<file path="src/rtl/rom_dl_sequencer_if.sv">
// Bundle of the ROM download, SDRAM port and PROM signals seen by rom_dl_sequencer.
// Toggle handshake: a port request is outstanding while p*_req != p*_ack; the sequencer flips req to issue and the controller flips ack to complete.
interface rom_dl_sequencer_if;
    logic        ioctl_download;
    logic        ioctl_wr;
    logic [7:0]  ioctl_index;
    logic [24:0] ioctl_addr;
    logic [7:0]  ioctl_dout;
    logic        ioctl_wait;

    logic        p1_req;
    logic        p1_ack;
    logic [22:0] p1_a;
    logic [1:0]  p1_ds;
    logic [15:0] p1_d;

    logic        p2_req;
    logic        p2_ack;
    logic [22:0] p2_a;
    logic [1:0]  p2_ds;
    logic [15:0] p2_d;

    logic        prom_wr;
    logic [9:0]  prom_addr;
    logic [7:0]  prom_data;

    logic        dl_active;
    logic        rom_loaded;
    logic [1:0]  err_flags;
    logic [1:0]  fsm_state;

    modport master (
        input  ioctl_download, ioctl_wr, ioctl_index, ioctl_addr, ioctl_dout, p1_ack, p2_ack,
        output ioctl_wait, p1_req, p1_a, p1_ds, p1_d, p2_req, p2_a, p2_ds, p2_d,
               prom_wr, prom_addr, prom_data, dl_active, rom_loaded, err_flags, fsm_state
    );

    modport slave (
        output ioctl_download, ioctl_wr, ioctl_index, ioctl_addr, ioctl_dout, p1_ack, p2_ack,
        input  ioctl_wait, p1_req, p1_a, p1_ds, p1_d, p2_req, p2_a, p2_ds, p2_d,
               prom_wr, prom_addr, prom_data, dl_active, rom_loaded, err_flags, fsm_state
    );
endinterface

</file>
<file path="src/rtl/rom_dl_sequencer.sv">
// Routes HPS ROM download bytes to SDRAM port1, SDRAM port2 (sprite swizzle) or the PROM BRAMs,
// and raises rom_loaded once a complete index-0 download has finished.
module rom_dl_sequencer #(
    parameter logic [16:0] SP_BASE   = 17'h10000,
    parameter logic [16:0] PROM_BASE = 17'h1C000,
    parameter logic [16:0] PROM_END  = 17'h1C320,
    parameter logic [7:0]  TIMEOUT   = 8'd255
) (
    input  logic               clk_mem,
    input  logic               reset,
    rom_dl_sequencer_if.master bus
);
    typedef enum logic [1:0] {IDLE = 2'd0, ISSUE = 2'd1, WAIT_ACK = 2'd2} state_t;
    typedef enum logic [1:0] {RG_P1, RG_P2, RG_PROM, RG_NONE} region_t;

    state_t      state;
    region_t     region;
    logic        wr_d;
    logic        dl_d;
    logic        seen;
    logic        dl_ours;
    logic        fall_pend;
    logic [23:0] addr_q;
    logic [7:0]  data_q;
    logic [7:0]  to_cnt;
    logic        byte_ev;
    logic [23:0] sp_off;
    logic [9:0]  prom_off;
    logic        ack_match;

    function automatic region_t decode(input logic [24:0] a);
        if (a < {8'd0, SP_BASE})        return RG_P1;
        else if (a < {8'd0, PROM_BASE}) return RG_P2;
        else if (a < {8'd0, PROM_END})  return RG_PROM;
        else                            return RG_NONE;
    endfunction

    assign byte_ev   = bus.ioctl_wr & ~wr_d & bus.ioctl_download & (bus.ioctl_index == 8'd0);
    assign sp_off    = addr_q - {7'd0, SP_BASE};
    // PROM_BASE is 1 KiB aligned, so the low 10 bits are the BRAM offset
    assign prom_off  = addr_q[9:0] - PROM_BASE[9:0];
    assign ack_match = (region == RG_P2) ? (bus.p2_req == bus.p2_ack) : (bus.p1_req == bus.p1_ack);
    assign bus.fsm_state = state;

    always_ff @(posedge clk_mem or posedge reset) begin
        if (reset) begin
            state          <= IDLE;
            region         <= RG_P1;
            wr_d           <= 1'b0;
            dl_d           <= 1'b0;
            seen           <= 1'b0;
            dl_ours        <= 1'b0;
            fall_pend      <= 1'b0;
            addr_q         <= '0;
            data_q         <= '0;
            to_cnt         <= '0;
            bus.ioctl_wait <= 1'b0;
            bus.p1_req     <= 1'b0;
            bus.p1_a       <= '0;
            bus.p1_ds      <= '0;
            bus.p1_d       <= '0;
            bus.p2_req     <= 1'b0;
            bus.p2_a       <= '0;
            bus.p2_ds      <= '0;
            bus.p2_d       <= '0;
            bus.prom_wr    <= 1'b0;
            bus.prom_addr  <= '0;
            bus.prom_data  <= '0;
            bus.dl_active  <= 1'b0;
            bus.rom_loaded <= 1'b0;
            bus.err_flags  <= '0;
        end else begin
            wr_d          <= bus.ioctl_wr;
            dl_d          <= bus.ioctl_download;
            bus.prom_wr   <= 1'b0;
            bus.dl_active <= bus.ioctl_download | (state != IDLE);

            if (bus.ioctl_download & ~dl_d) begin
                dl_ours <= (bus.ioctl_index == 8'd0);
                if (bus.ioctl_index == 8'd0) begin
                    bus.rom_loaded <= 1'b0;
                    bus.err_flags  <= 2'b00;
                    seen           <= 1'b0;
                    fall_pend      <= 1'b0;
                end
            end
            if (~bus.ioctl_download & dl_d & dl_ours)
                fall_pend <= 1'b1;
            // End of download is only honoured once the last byte has settled
            if (fall_pend && state == IDLE) begin
                fall_pend <= 1'b0;
                if (seen)
                    bus.rom_loaded <= 1'b1;
            end

            case (state)
                IDLE: begin
                    bus.ioctl_wait <= byte_ev;
                    if (byte_ev) begin
                        addr_q <= bus.ioctl_addr[23:0];
                        data_q <= bus.ioctl_dout;
                        region <= decode(bus.ioctl_addr);
                        seen   <= 1'b1;
                        state  <= ISSUE;
                    end
                end
                ISSUE: begin
                    to_cnt <= '0;
                    case (region)
                        RG_P1: begin
                            bus.p1_a   <= addr_q[23:1];
                            bus.p1_ds  <= {addr_q[0], ~addr_q[0]};
                            bus.p1_d   <= {data_q, data_q};
                            bus.p1_req <= ~bus.p1_req;
                            state      <= WAIT_ACK;
                        end
                        RG_P2: begin
                            bus.p2_a   <= {sp_off[23:16], sp_off[13:0], sp_off[15]};
                            bus.p2_ds  <= {sp_off[14], ~sp_off[14]};
                            bus.p2_d   <= {data_q, data_q};
                            bus.p2_req <= ~bus.p2_req;
                            state      <= WAIT_ACK;
                        end
                        RG_PROM: begin
                            bus.prom_wr   <= 1'b1;
                            bus.prom_addr <= prom_off;
                            bus.prom_data <= data_q;
                            state         <= IDLE;
                        end
                        default: begin
                            bus.ioctl_wait <= 1'b0;
                            state          <= IDLE;
                        end
                    endcase
                end
                WAIT_ACK: begin
                    if (ack_match) begin
                        bus.ioctl_wait <= 1'b0;
                        state          <= IDLE;
                    end else if (to_cnt == TIMEOUT) begin
                        // Withdraw the request so the port looks idle to the controller
                        bus.err_flags[0] <= 1'b1;
                        if (region == RG_P2) bus.p2_req <= bus.p2_ack;
                        else                 bus.p1_req <= bus.p1_ack;
                        bus.ioctl_wait <= 1'b0;
                        state          <= IDLE;
                    end else begin
                        to_cnt <= to_cnt + 8'd1;
                    end
                end
                default: state <= IDLE;
            endcase

            if (byte_ev && state != IDLE)
                bus.err_flags[1] <= 1'b1;
        end
    end
endmodule

</file>
<file path="src/flat_wrapper.sv">
// flat-port wrapper written by rule: the top's interface ports become plain ports
module rom_dl_sequencer_flat 
#(
    parameter logic [16:0] SP_BASE   = 17'h10000,
    parameter logic [16:0] PROM_BASE = 17'h1C000,
    parameter logic [16:0] PROM_END  = 17'h1C320,
    parameter logic [7:0]  TIMEOUT   = 8'd255
)
  (clk_mem, reset, bus_ioctl_download, bus_ioctl_wr, bus_ioctl_index, bus_ioctl_addr, bus_ioctl_dout, bus_p1_ack, bus_p2_ack, bus_ioctl_wait, bus_p1_req, bus_p1_a, bus_p1_ds, bus_p1_d, bus_p2_req, bus_p2_a, bus_p2_ds, bus_p2_d, bus_prom_wr, bus_prom_addr, bus_prom_data, bus_dl_active, bus_rom_loaded, bus_err_flags, bus_fsm_state);
  rom_dl_sequencer_if bus_i ();
  input  logic clk_mem;
  input  logic reset;
  input wire logic [$bits(bus_i.ioctl_download)-1:0] bus_ioctl_download;
  input wire logic [$bits(bus_i.ioctl_wr)-1:0] bus_ioctl_wr;
  input wire logic [$bits(bus_i.ioctl_index)-1:0] bus_ioctl_index;
  input wire logic [$bits(bus_i.ioctl_addr)-1:0] bus_ioctl_addr;
  input wire logic [$bits(bus_i.ioctl_dout)-1:0] bus_ioctl_dout;
  input wire logic [$bits(bus_i.p1_ack)-1:0] bus_p1_ack;
  input wire logic [$bits(bus_i.p2_ack)-1:0] bus_p2_ack;
  output wire logic [$bits(bus_i.ioctl_wait)-1:0] bus_ioctl_wait;
  output wire logic [$bits(bus_i.p1_req)-1:0] bus_p1_req;
  output wire logic [$bits(bus_i.p1_a)-1:0] bus_p1_a;
  output wire logic [$bits(bus_i.p1_ds)-1:0] bus_p1_ds;
  output wire logic [$bits(bus_i.p1_d)-1:0] bus_p1_d;
  output wire logic [$bits(bus_i.p2_req)-1:0] bus_p2_req;
  output wire logic [$bits(bus_i.p2_a)-1:0] bus_p2_a;
  output wire logic [$bits(bus_i.p2_ds)-1:0] bus_p2_ds;
  output wire logic [$bits(bus_i.p2_d)-1:0] bus_p2_d;
  output wire logic [$bits(bus_i.prom_wr)-1:0] bus_prom_wr;
  output wire logic [$bits(bus_i.prom_addr)-1:0] bus_prom_addr;
  output wire logic [$bits(bus_i.prom_data)-1:0] bus_prom_data;
  output wire logic [$bits(bus_i.dl_active)-1:0] bus_dl_active;
  output wire logic [$bits(bus_i.rom_loaded)-1:0] bus_rom_loaded;
  output wire logic [$bits(bus_i.err_flags)-1:0] bus_err_flags;
  output wire logic [$bits(bus_i.fsm_state)-1:0] bus_fsm_state;
  assign bus_i.ioctl_download = bus_ioctl_download;
  assign bus_i.ioctl_wr = bus_ioctl_wr;
  assign bus_i.ioctl_index = bus_ioctl_index;
  assign bus_i.ioctl_addr = bus_ioctl_addr;
  assign bus_i.ioctl_dout = bus_ioctl_dout;
  assign bus_i.p1_ack = bus_p1_ack;
  assign bus_i.p2_ack = bus_p2_ack;
  assign bus_ioctl_wait = bus_i.ioctl_wait;
  assign bus_p1_req = bus_i.p1_req;
  assign bus_p1_a = bus_i.p1_a;
  assign bus_p1_ds = bus_i.p1_ds;
  assign bus_p1_d = bus_i.p1_d;
  assign bus_p2_req = bus_i.p2_req;
  assign bus_p2_a = bus_i.p2_a;
  assign bus_p2_ds = bus_i.p2_ds;
  assign bus_p2_d = bus_i.p2_d;
  assign bus_prom_wr = bus_i.prom_wr;
  assign bus_prom_addr = bus_i.prom_addr;
  assign bus_prom_data = bus_i.prom_data;
  assign bus_dl_active = bus_i.dl_active;
  assign bus_rom_loaded = bus_i.rom_loaded;
  assign bus_err_flags = bus_i.err_flags;
  assign bus_fsm_state = bus_i.fsm_state;
  rom_dl_sequencer #(.SP_BASE(SP_BASE), .PROM_BASE(PROM_BASE), .PROM_END(PROM_END), .TIMEOUT(TIMEOUT)) u_core (.clk_mem(clk_mem), .reset(reset), .bus(bus_i));
endmodule
</file>
<file path="config.mk">
export PLATFORM = sky130hd
export DESIGN_NAME = rom_dl_sequencer_flat
export DESIGN_NICKNAME = d
export VERILOG_FILES = /design/src/rtl/rom_dl_sequencer_if.sv /design/src/rtl/rom_dl_sequencer.sv /design/src/flat_wrapper.sv
export SDC_FILE = /design/constraint.sdc
export NUM_CORES = 1
export LEC_CHECK = 0
export CELL_PAD_IN_SITES_DETAIL_PLACEMENT = 1
export CELL_PAD_IN_SITES_GLOBAL_PLACEMENT = 1
export CORE_UTILIZATION = 43
export CTS_BUF_LIST = sky130_fd_sc_hd__clkbuf_4
export DETAILED_ROUTE_END_ITERATION = 6
export PLACE_DENSITY = 0.92
export SLEW_MARGIN = 10
export SYNTH_ARGS = -nofsm -noshare
export SYNTH_HDL_FRONTEND = slang
export SYNTH_SLANG_ARGS = --single-unit
</file>
<file path="constraint.sdc">
create_clock -name clk_mem -period 7.65 [get_ports clk_mem]
set_clock_uncertainty 0.05 [all_clocks]
set_input_delay 1.1475 -clock clk_mem [delete_from_list [all_inputs] [get_ports clk_mem]]
set_output_delay 1.1475 -clock clk_mem [all_outputs]
set_load 0.1 [all_outputs]
</file>
Word-level counts from Yosys, hierarchy flattened
Index checks and enable logic that the tools add are counted.
- word-level logic and storage cells: 133
- input bits: 47
- output and inout port bits: 110
- register bits after elaboration: 157
- order comparisons: 3
- equality and inequality tests: 17
- bitwise logic cells: 14
- reductions and logical operators: 25
- muxes and demuxes: 46
- add/sub/neg operators: 2
- operators by type and width (kind ; count):
    $lt A25 B17 Y1 const B ; 3
    $mux W1 ; 31
    $sub A24 B17 Y24 const B ; 1
    $mux W2 ; 8
    $mux W8 ; 2
    $pmux W8 S2 ; 1
    $reduce_and A2 Y1 ; 7
    $ne A2 B1 Y1 const B ; 5
    $reduce_and A5 Y1 ; 2
    $reduce_bool A3 Y1 ; 3
    $add A8 B1 Y8 const B ; 1
    $eq A8 B8 Y1 const B ; 1
    $logic_not A8 Y1 ; 1
    $ne A2 B2 Y1 const B ; 4
    $reduce_bool A2 Y1 ; 4
    $not A1 Y1 ; 7
    $and A1 B1 Y1 ; 6
    $pmux W2 S3 ; 1
    $reduce_and A3 Y1 ; 2
    $eq A2 B1 Y1 const B ; 2
    $eq A2 B2 Y1 const B ; 2
    $logic_not A2 Y1 ; 2
    $pmux W1 S2 ; 2
    $ne A3 B1 Y1 const B ; 1
    other kinds (6) ; 8

Logic depth before layout (Yosys ltp)
Gate-level depths: netlist (run 1).
- depth after elaboration: 7
- gate-level depth with buffers: 8
- mapped depth without buffers: 6

Worst setup path before layout (run 1)
No wires, ideal clock.
- path kind: reg2reg
- start point: reg u_core.state[0] (netlist: u_core.bus.fsm_state[0])
- end point: reg u_core.bus.p1_a[0]
- cell stages (with the launch flop): 7
- data required time: 7.475 ns
- data arrival time: 2.424 ns
- library setup time: 0.125 ns
- path slack: 5.050 ns
- path buffers: 2
- period minus slack after synthesis: 2.600 ns
- cell sequence: dfrtp_1 -> ha_1 -> nor2b_1 -> and2_1 -> buf_2 -> buf_2 -> mux2_2
- word-level cells in the longest chain between the ends: 2
- ends and longest elaborated chain (element ; RTL line ; text):
    start, declared ; rom_dl_sequencer.sv:16 ; state_t state;
    start signal, assigned ; rom_dl_sequencer.sv:47 ; state <= IDLE;
    start signal, assigned ; rom_dl_sequencer.sv:104 ; state <= ISSUE;
    start signal, assigned ; rom_dl_sequencer.sv:115 ; state <= WAIT_ACK;
    $eq A2 B1 Y1 ; rom_dl_sequencer.sv:96 ; case (state)
    $reduce_and A2 Y1 (no line) ; n/a ;
    end signal, assigned ; rom_dl_sequencer.sv:111 ; bus.p1_a <= addr_q[23:1];
    end, declared ; rom_dl_sequencer_if.sv:34 ; output ioctl_wait, p1_req, p1_a, p1_ds, p1_d, p2_req, p2_a, p2_ds, p2_d,
Every way passes these cells.
A chain may end at the register's enable or synchronous reset.

Worst setup path after layout (run 1)
- start point: reg u_core.state[0] (netlist: u_core.bus.fsm_state[0])
- end point: out bus_fsm_state[0]
- RTL lines (element ; RTL line ; text):
    end, declared ; flat_wrapper.sv:35 ; output wire logic [$bits(bus_i.fsm_state)-1:0] bus_fsm_state;
No word-level cell between the ends.

==> metrics.cfg, run 1 <==
[place]
place_congestion = 0.8559
io_buffers = 156
dpl.hpwl_um = 11540
place_inst = 771

[pwr]
leakage_nw = 3.778
pwr-share-comb = 0.119
p_seq_frac = 0.554
switching_share = 0.2803
clkPwrFrac = 0.327
netSwitchingPower_w = 0.0003974
vdd.ir_drop.worst_mv = 0.1298
powerDensity_nw_per_um2 = 180.0
p_total_w = 0.001418
intPower_w = 0.001020

[floorplan]
num_rows = 42
die_x_um = 120.5
io_pins = 157
die_area_sq_um = 14520
fp.dieH_um = 120.5
initial_core_util = 0.4489
core_sq_um = 13450

[routing]
routed_wl_um = 16070
remaining_drc_errors = 0
via_per_inst = 5.294
drt_iter0_drc = 168
firstDrtPassIters = 4
wire_per_inst_um = 20.02
vias = 4251
final_antenna_net_count = 0

[setup_path]
cpLargestDelayFamily = buffers and inverters
slowest_delay_ns = 1.18
startpoint = u_core.bus.fsm_state[0]
crit_fanout = 5
cp_slowest_cell = clkdlybuf4s50_1
crit_chain = clkdlybuf4s50_1
rr_worst_depth = 6
crit_path_end_kind = output pin
setup.worst_path.end = bus_fsm_state[0]
crit_cells = 1
r2r-start = u_core.bus.fsm_state[1]
r2r-end = u_core.bus.prom_data[4]
crit_buf_inv = 1
r2r_slack_ns = 4.83
crit_type = reg2out
cp.required_ns = 6.45
arrival_ns = 2.20
startpoint_type = register

[outcome]
status = complete, no violations

[global_routing]
antenna_found_initial = 0
overflow = 0
grt_pass1_vias = 4700
grt_pass1_wl_um = 25630
grt_max_degree = 84
grt_usage = 0.2368

[cells_and_area]
multiInputGateArea_sq_um = 2232
final_cell_mix = clkdlybuf4s50_1 (156), dfrtp_1 (141), nand2_1 (80)
syn_to_final_growth_pct = 30.43
layout.cells.non_filler = 803
nNetsFinal = 667
seq_area_sq_um = 3528
drive_above_1_share = 0.2026
insertedDiodeCount = 0
final_util = 0.5856
num-fill-cells = 1399
final_common_cell = clkdlybuf4s50_1

[synthesis]
synthFlopType = dfrtp_1
syn_nets = 525
synthArstFlopShare = 1.000
syn_avg_cell_area_sq_um = 12.80
syn_inst = 472
yosysUniqueCellTypes = 52
synth_edf_count = 0
syn_area_sq_um = 6040
yosysSeqAreaShare = 0.5842
ys_warn_count = 0
ys_ff_latch = 141

[sta]
worst_pin_slew_ns = 1.244
rsz0062_at_grt = no
finalSetupViolCount = 0
min_period_ns = 3.399
slew_violations = 0
fin_crit_sh = 0.4443
fin_tns_setup_ns = 0
whs_ns = 0.4447
timing.slew.headroom = 0.1709
hold_viol_final = 0
fmax_mhz = 294.2

[hold_path]
hp-class = reg2reg

[clock_network]
holdBufCountCts = 0
clk_pin_slew_ns = 0.11
cts_buffer_depth = 2
post_cts_buffers = 0
ctsResizeCount = 0
cts_sinks = 141
cts_tree = yes
clock_latency_ns = 0.54
numCtsBuffers = 17
ctsHtreeMaxLevel = 4
clockRootBuffer = clkbuf_4

[flow_run]
cap_violations = 0

-- metal layers --
layer | vias to the layer above | share of wire | GRT usage
li1 | 1909 | - | -
met4 | 0 | 0.032 | 0.1057
met5 | - | 0 | 0
met3 | 40 | 0.057 | 0.07028
met1 | 2176 | 0.39 | 0.2766
met2 | 126 | 0.52 | 0.4023
-- per-stage QoR --
| step | setup slack (ns) | instance area (sq um) |
|---|---|---|
| 6_report | 4.251 | 7878 |
| 5_1_grt | 4.167 | 7878 |
| 3_3_place_gp | 4.153 | 7611 |
| 2_1_floorplan | 2.671 | 6040 |
| 4_1_cts | 4.204 | 7878 |
| 3_5_place_dp | 4.014 | 7611 |
-- flip-flops by register name (all words and copies together) (netlist names), 8 cells and up --
signal,cells
u_core.bus.p1_d,8
u_core.bus.p1_a,23
u_core.bus.prom_data,8
u_core.bus.p2_d,8
u_core.addr_q,24
u_core.bus.prom_addr,10
u_core.to_cnt,8
u_core.data_q,8
u_core.bus.p2_a,23
-- cells in the mapped netlist, drive strengths merged (6+ instances only) --
master	count	area share
dfrtp	141	0.58
mux2	90	0.18
nand2	81	0.050
buf	26	0.033
inv	14	0.0087
o21ai	12	0.0099
a21oi	11	0.0091
clkbuf	8	0.0050
nand3	8	0.0066
nor2	7	0.0044
nor4	7	0.012
a31oi	6	0.0062
ha	6	0.012
xnor2	6	0.0087
-- worst register-to-register path, stage by stage, from the launching register on --
cell	delay [ns]
dfrtp_1	0.44
inv_1	0.09
ha_1	0.29
nand3_1	0.66
clkinv_1	0.81
nand2_1	0.28
nand2_1	0.09
-- worst min path at each step --
stage | startpoint | depth (start not counted) | endpoint | slack [ns]
4_1_cts | u_core.bus.prom_addr[3] | 2 | u_core.bus.prom_addr[3] | 0.45
2_1_floorplan | u_core.seen | 2 | u_core.seen | 0.40
5_1_grt | u_core.bus.prom_addr[5] | 2 | u_core.bus.prom_addr[5] | 0.48
3_3_place_gp | u_core.bus.prom_addr[5] | 2 | u_core.bus.prom_addr[5] | 0.41
6_report | u_core.bus.p2_a[15] | 2 | u_core.bus.p2_a[15] | 0.44
3_5_place_dp | u_core.bus.prom_addr[3] | 2 | u_core.bus.prom_addr[3] | 0.42
-- kinds of logic (layout without fill, tap and decap cells) --
logic type                 Yosys count  in the layout  share of synthesized area
buffers and inverters               49            204                    0.04682
adders and majority gates            6              6                    0.01243
muxes                               92             92                     0.1867
AOI/OAI and AO/OA                   51             51                    0.05925
and+or+nand+nor                    125            125                    0.09903
DFF                                141            141                     0.5842
xor gates and xnor gates             8              8                    0.01160
-- power groups by stage --
| stage | sequential, W | clock (W) | combinational, W |
|---|---|---|---|
| 2_1_floorplan | 0.000834 | 0 | 0.0000724 |
| 3_3_place_gp | 0.000797 | 0 | 0.000162 |
| 3_5_place_dp | 0.000800 | 0 | 0.000169 |
| 4_1_cts | 0.000785 | 0.000475 | 0.000170 |
| 5_1_grt | 0.000789 | 0.000504 | 0.000180 |
| 6_report | 0.000785 | 0.000464 | 0.000169 |
-- layout make-up --
| class | count | share of cell area |
|---|---|---|
| clock inverter | 13 | 0.01572 |
| timing repair buffer | 157 | 0.1992 |
| sequential | 141 | 0.4479 |
| multi-input combinational | 282 | 0.2834 |
| clock buffer | 19 | 0.01811 |
| tap | 176 | 0.02795 |
| inverter | 15 | 0.007783 |
Note: power is estimated with default switching activity, not from simulation.
==> run 2: changes to the inputs <==
- CORE_UTILIZATION: 43 -> 40
- PLACE_DENSITY: 0.92 -> 0.86
- clock period: 7.65 -> 3.5 ns (I/O delays scaled with it)
==> run 2 against run 1 <==
Against the previous run: the run now ends with design-rule violations left; clock-buffer cell count increased by 2; cell count increased by 1.6%; hold slack got worse by 0.031 ns; utilization decreased by 4.5 points; register-to-register slack got worse by 3.9 ns; critical path depth unchanged.
==> metrics.cfg, run 2 (synthesis gave the netlist of run 1 again) <==
[sta]
min_period_ns = 2.753
fin_crit_sh = 0.7865
timing.slew.headroom = 0.3055
rsz0062_at_grt = no
slew_violations = 0
worst_pin_slew_ns = 1.038
fmax_mhz = 363.3
fin_tns_setup_ns = 0
finalSetupViolCount = 0
whs_ns = 0.4139
hold_viol_final = 0

[cells_and_area]
largest_register = u_core.addr_q
drive_above_1_share = 0.2124
nNetsFinal = 672
largest_reg_flops = 24
num-fill-cells = 1518
syn_to_final_growth_pct = 31.10
reg_top3 = u_core.addr_q x24, u_core.bus.p1_a x23, u_core.bus.p2_a x23
final_cell_mix = clkdlybuf4s50_1 (156), dfrtp_1 (141), nand2_1 (80)
final_common_cell = clkdlybuf4s50_1

[routing]
via_per_inst = 5.208
routed_wl_um = 16130
final_antenna_net_count = 0
wire_per_inst_um = 19.76
remaining_drc_errors = 8
drt_iter0_drc = 196
firstDrtPassIters = 7
vias = 4250

[pwr]
clkPwrFrac = 0.307
pwr-share-comb = 0.126
leakage_nw = 3.809
switching_share = 0.2801
powerDensity_nw_per_um2 = 382.1
intPower_w = 0.002178
p_seq_frac = 0.567
p_total_w = 0.003025
vdd.ir_drop.worst_mv = 0.2349
netSwitchingPower_w = 0.0008473

[hold_path]
hp-class = in2async

[setup_path]
crit_fanout = 5
cpLargestDelayFamily = buffers and inverters
startpoint_type = register
r2r-end = u_core.bus.p2_d[9]
setup.worst_path.end = bus_p1_req
arrival_ns = 2.18
crit_buf_inv = 1
crit_path_end_kind = output pin
cp.required_ns = 2.92
crit_cells = 1
slowest_delay_ns = 1.17
rr_worst_depth = 5
r2r_slack_ns = 0.98
r2r-start = u_core.bus.fsm_state[1]
crit_type = reg2out
crit_chain = clkdlybuf4s50_1
startpoint = u_core.bus.p1_req
cp_slowest_cell = clkdlybuf4s50_1

[floorplan]
initial_core_util = 0.4124
die_x_um = 124.9
num_rows = 44
core_sq_um = 14640
io_pins = 157
fp.dieH_um = 124.9
die_area_sq_um = 15590

[outcome]
failed_checks = design-rule violations
status = finished, violations left

[clock_network]
cts_buffer_depth = 2
clk_pin_slew_ns = 0.12
post_cts_buffers = 0
numCtsBuffers = 17
ctsHtreeMaxLevel = 4
ctsResizeCount = 0
cts_sinks = 141
clock_latency_ns = 0.53
holdBufCountCts = 0
clockRootBuffer = clkbuf_4
cts_tree = yes

[global_routing]
grt_pass1_wl_um = 26010
grt_pass1_vias = 4776
grt_max_degree = 87
overflow = 0
antenna_found_initial = 1
grt_usage = 0.2195

[flow_run]
cap_violations = 0

[place]
place_congestion = 0.8267
dpl.hpwl_um = 11520
io_buffers = 156

-- run 2: metal layers --
layer  routed length, um  track usage  part of all wire
met2                8536       0.3942              0.53
met5                   0            0                 0
met4                 293      0.09039             0.018
met3                 942      0.06787             0.058
met1                6354       0.2397              0.39
-- run 2: area by class of cell --
type	count	area (sq um)	area share
Clock inverter	10	75.07	0.009482
Tap cell	184	230.2	0.02908
Timing Repair Buffer	162	1632	0.2061
Multi-Input combinational cell	282	2232	0.2819
Inverter	15	60.06	0.007585
Sequential cell	141	3528	0.4456
Antenna cell	1	2.502	0.0003161
Clock buffer	21	157.7	0.01991
-- run 2: worst reg2reg max path: cells and delay by family (launching register included) --
kind	cells	cell delay (ns)
mux	1	0.53
fa+ha+maj	1	0.30
buf+inv	1	0.10
flops	1	0.45
simple gates	2	0.98
-- run 2: worst min-delay path by stage --
stage	depth (start not counted)	startpoint	to	slack, ns
after global placement	2	u_core.bus.prom_data[3]	u_core.bus.prom_data[3]	0.41
after detailed placement	2	u_core.bus.prom_data[4]	u_core.bus.prom_data[4]	0.42
final	3	reset	u_core.bus.p2_a[6]	0.41
after global routing	1	bus_ioctl_wr	u_core.wr_d	0.38
after CTS	1	bus_ioctl_wr	u_core.wr_d	0.36
after floorplan	2	u_core.seen	u_core.seen	0.40
-- run 2: metrics by stage --
stage	cells	instance area (sq um)	utilization	setup WS [ns]
after CTS	815	7915	0.5405	0.6895
after global routing	816	7918	0.5407	0.6485
after global placement	784	7682	0.5246	0.7410
after floorplan	472	6043	-	0.9002
after detailed placement	784	7682	0.5246	0.6594
final	816	7918	0.5407	0.7472
-- run 2: power groups by stage --
| stage | registers, W | clock network, W | logic [W] |
|---|---|---|---|
| after floorplan | 0.00182 | 0 | 0.000158 |
| after global placement | 0.00174 | 0 | 0.000368 |
| after detailed placement | 0.00175 | 0 | 0.000382 |
| after CTS | 0.00172 | 0.000973 | 0.000383 |
| after global routing | 0.00172 | 0.00102 | 0.000410 |
| final | 0.00172 | 0.000929 | 0.000380 |
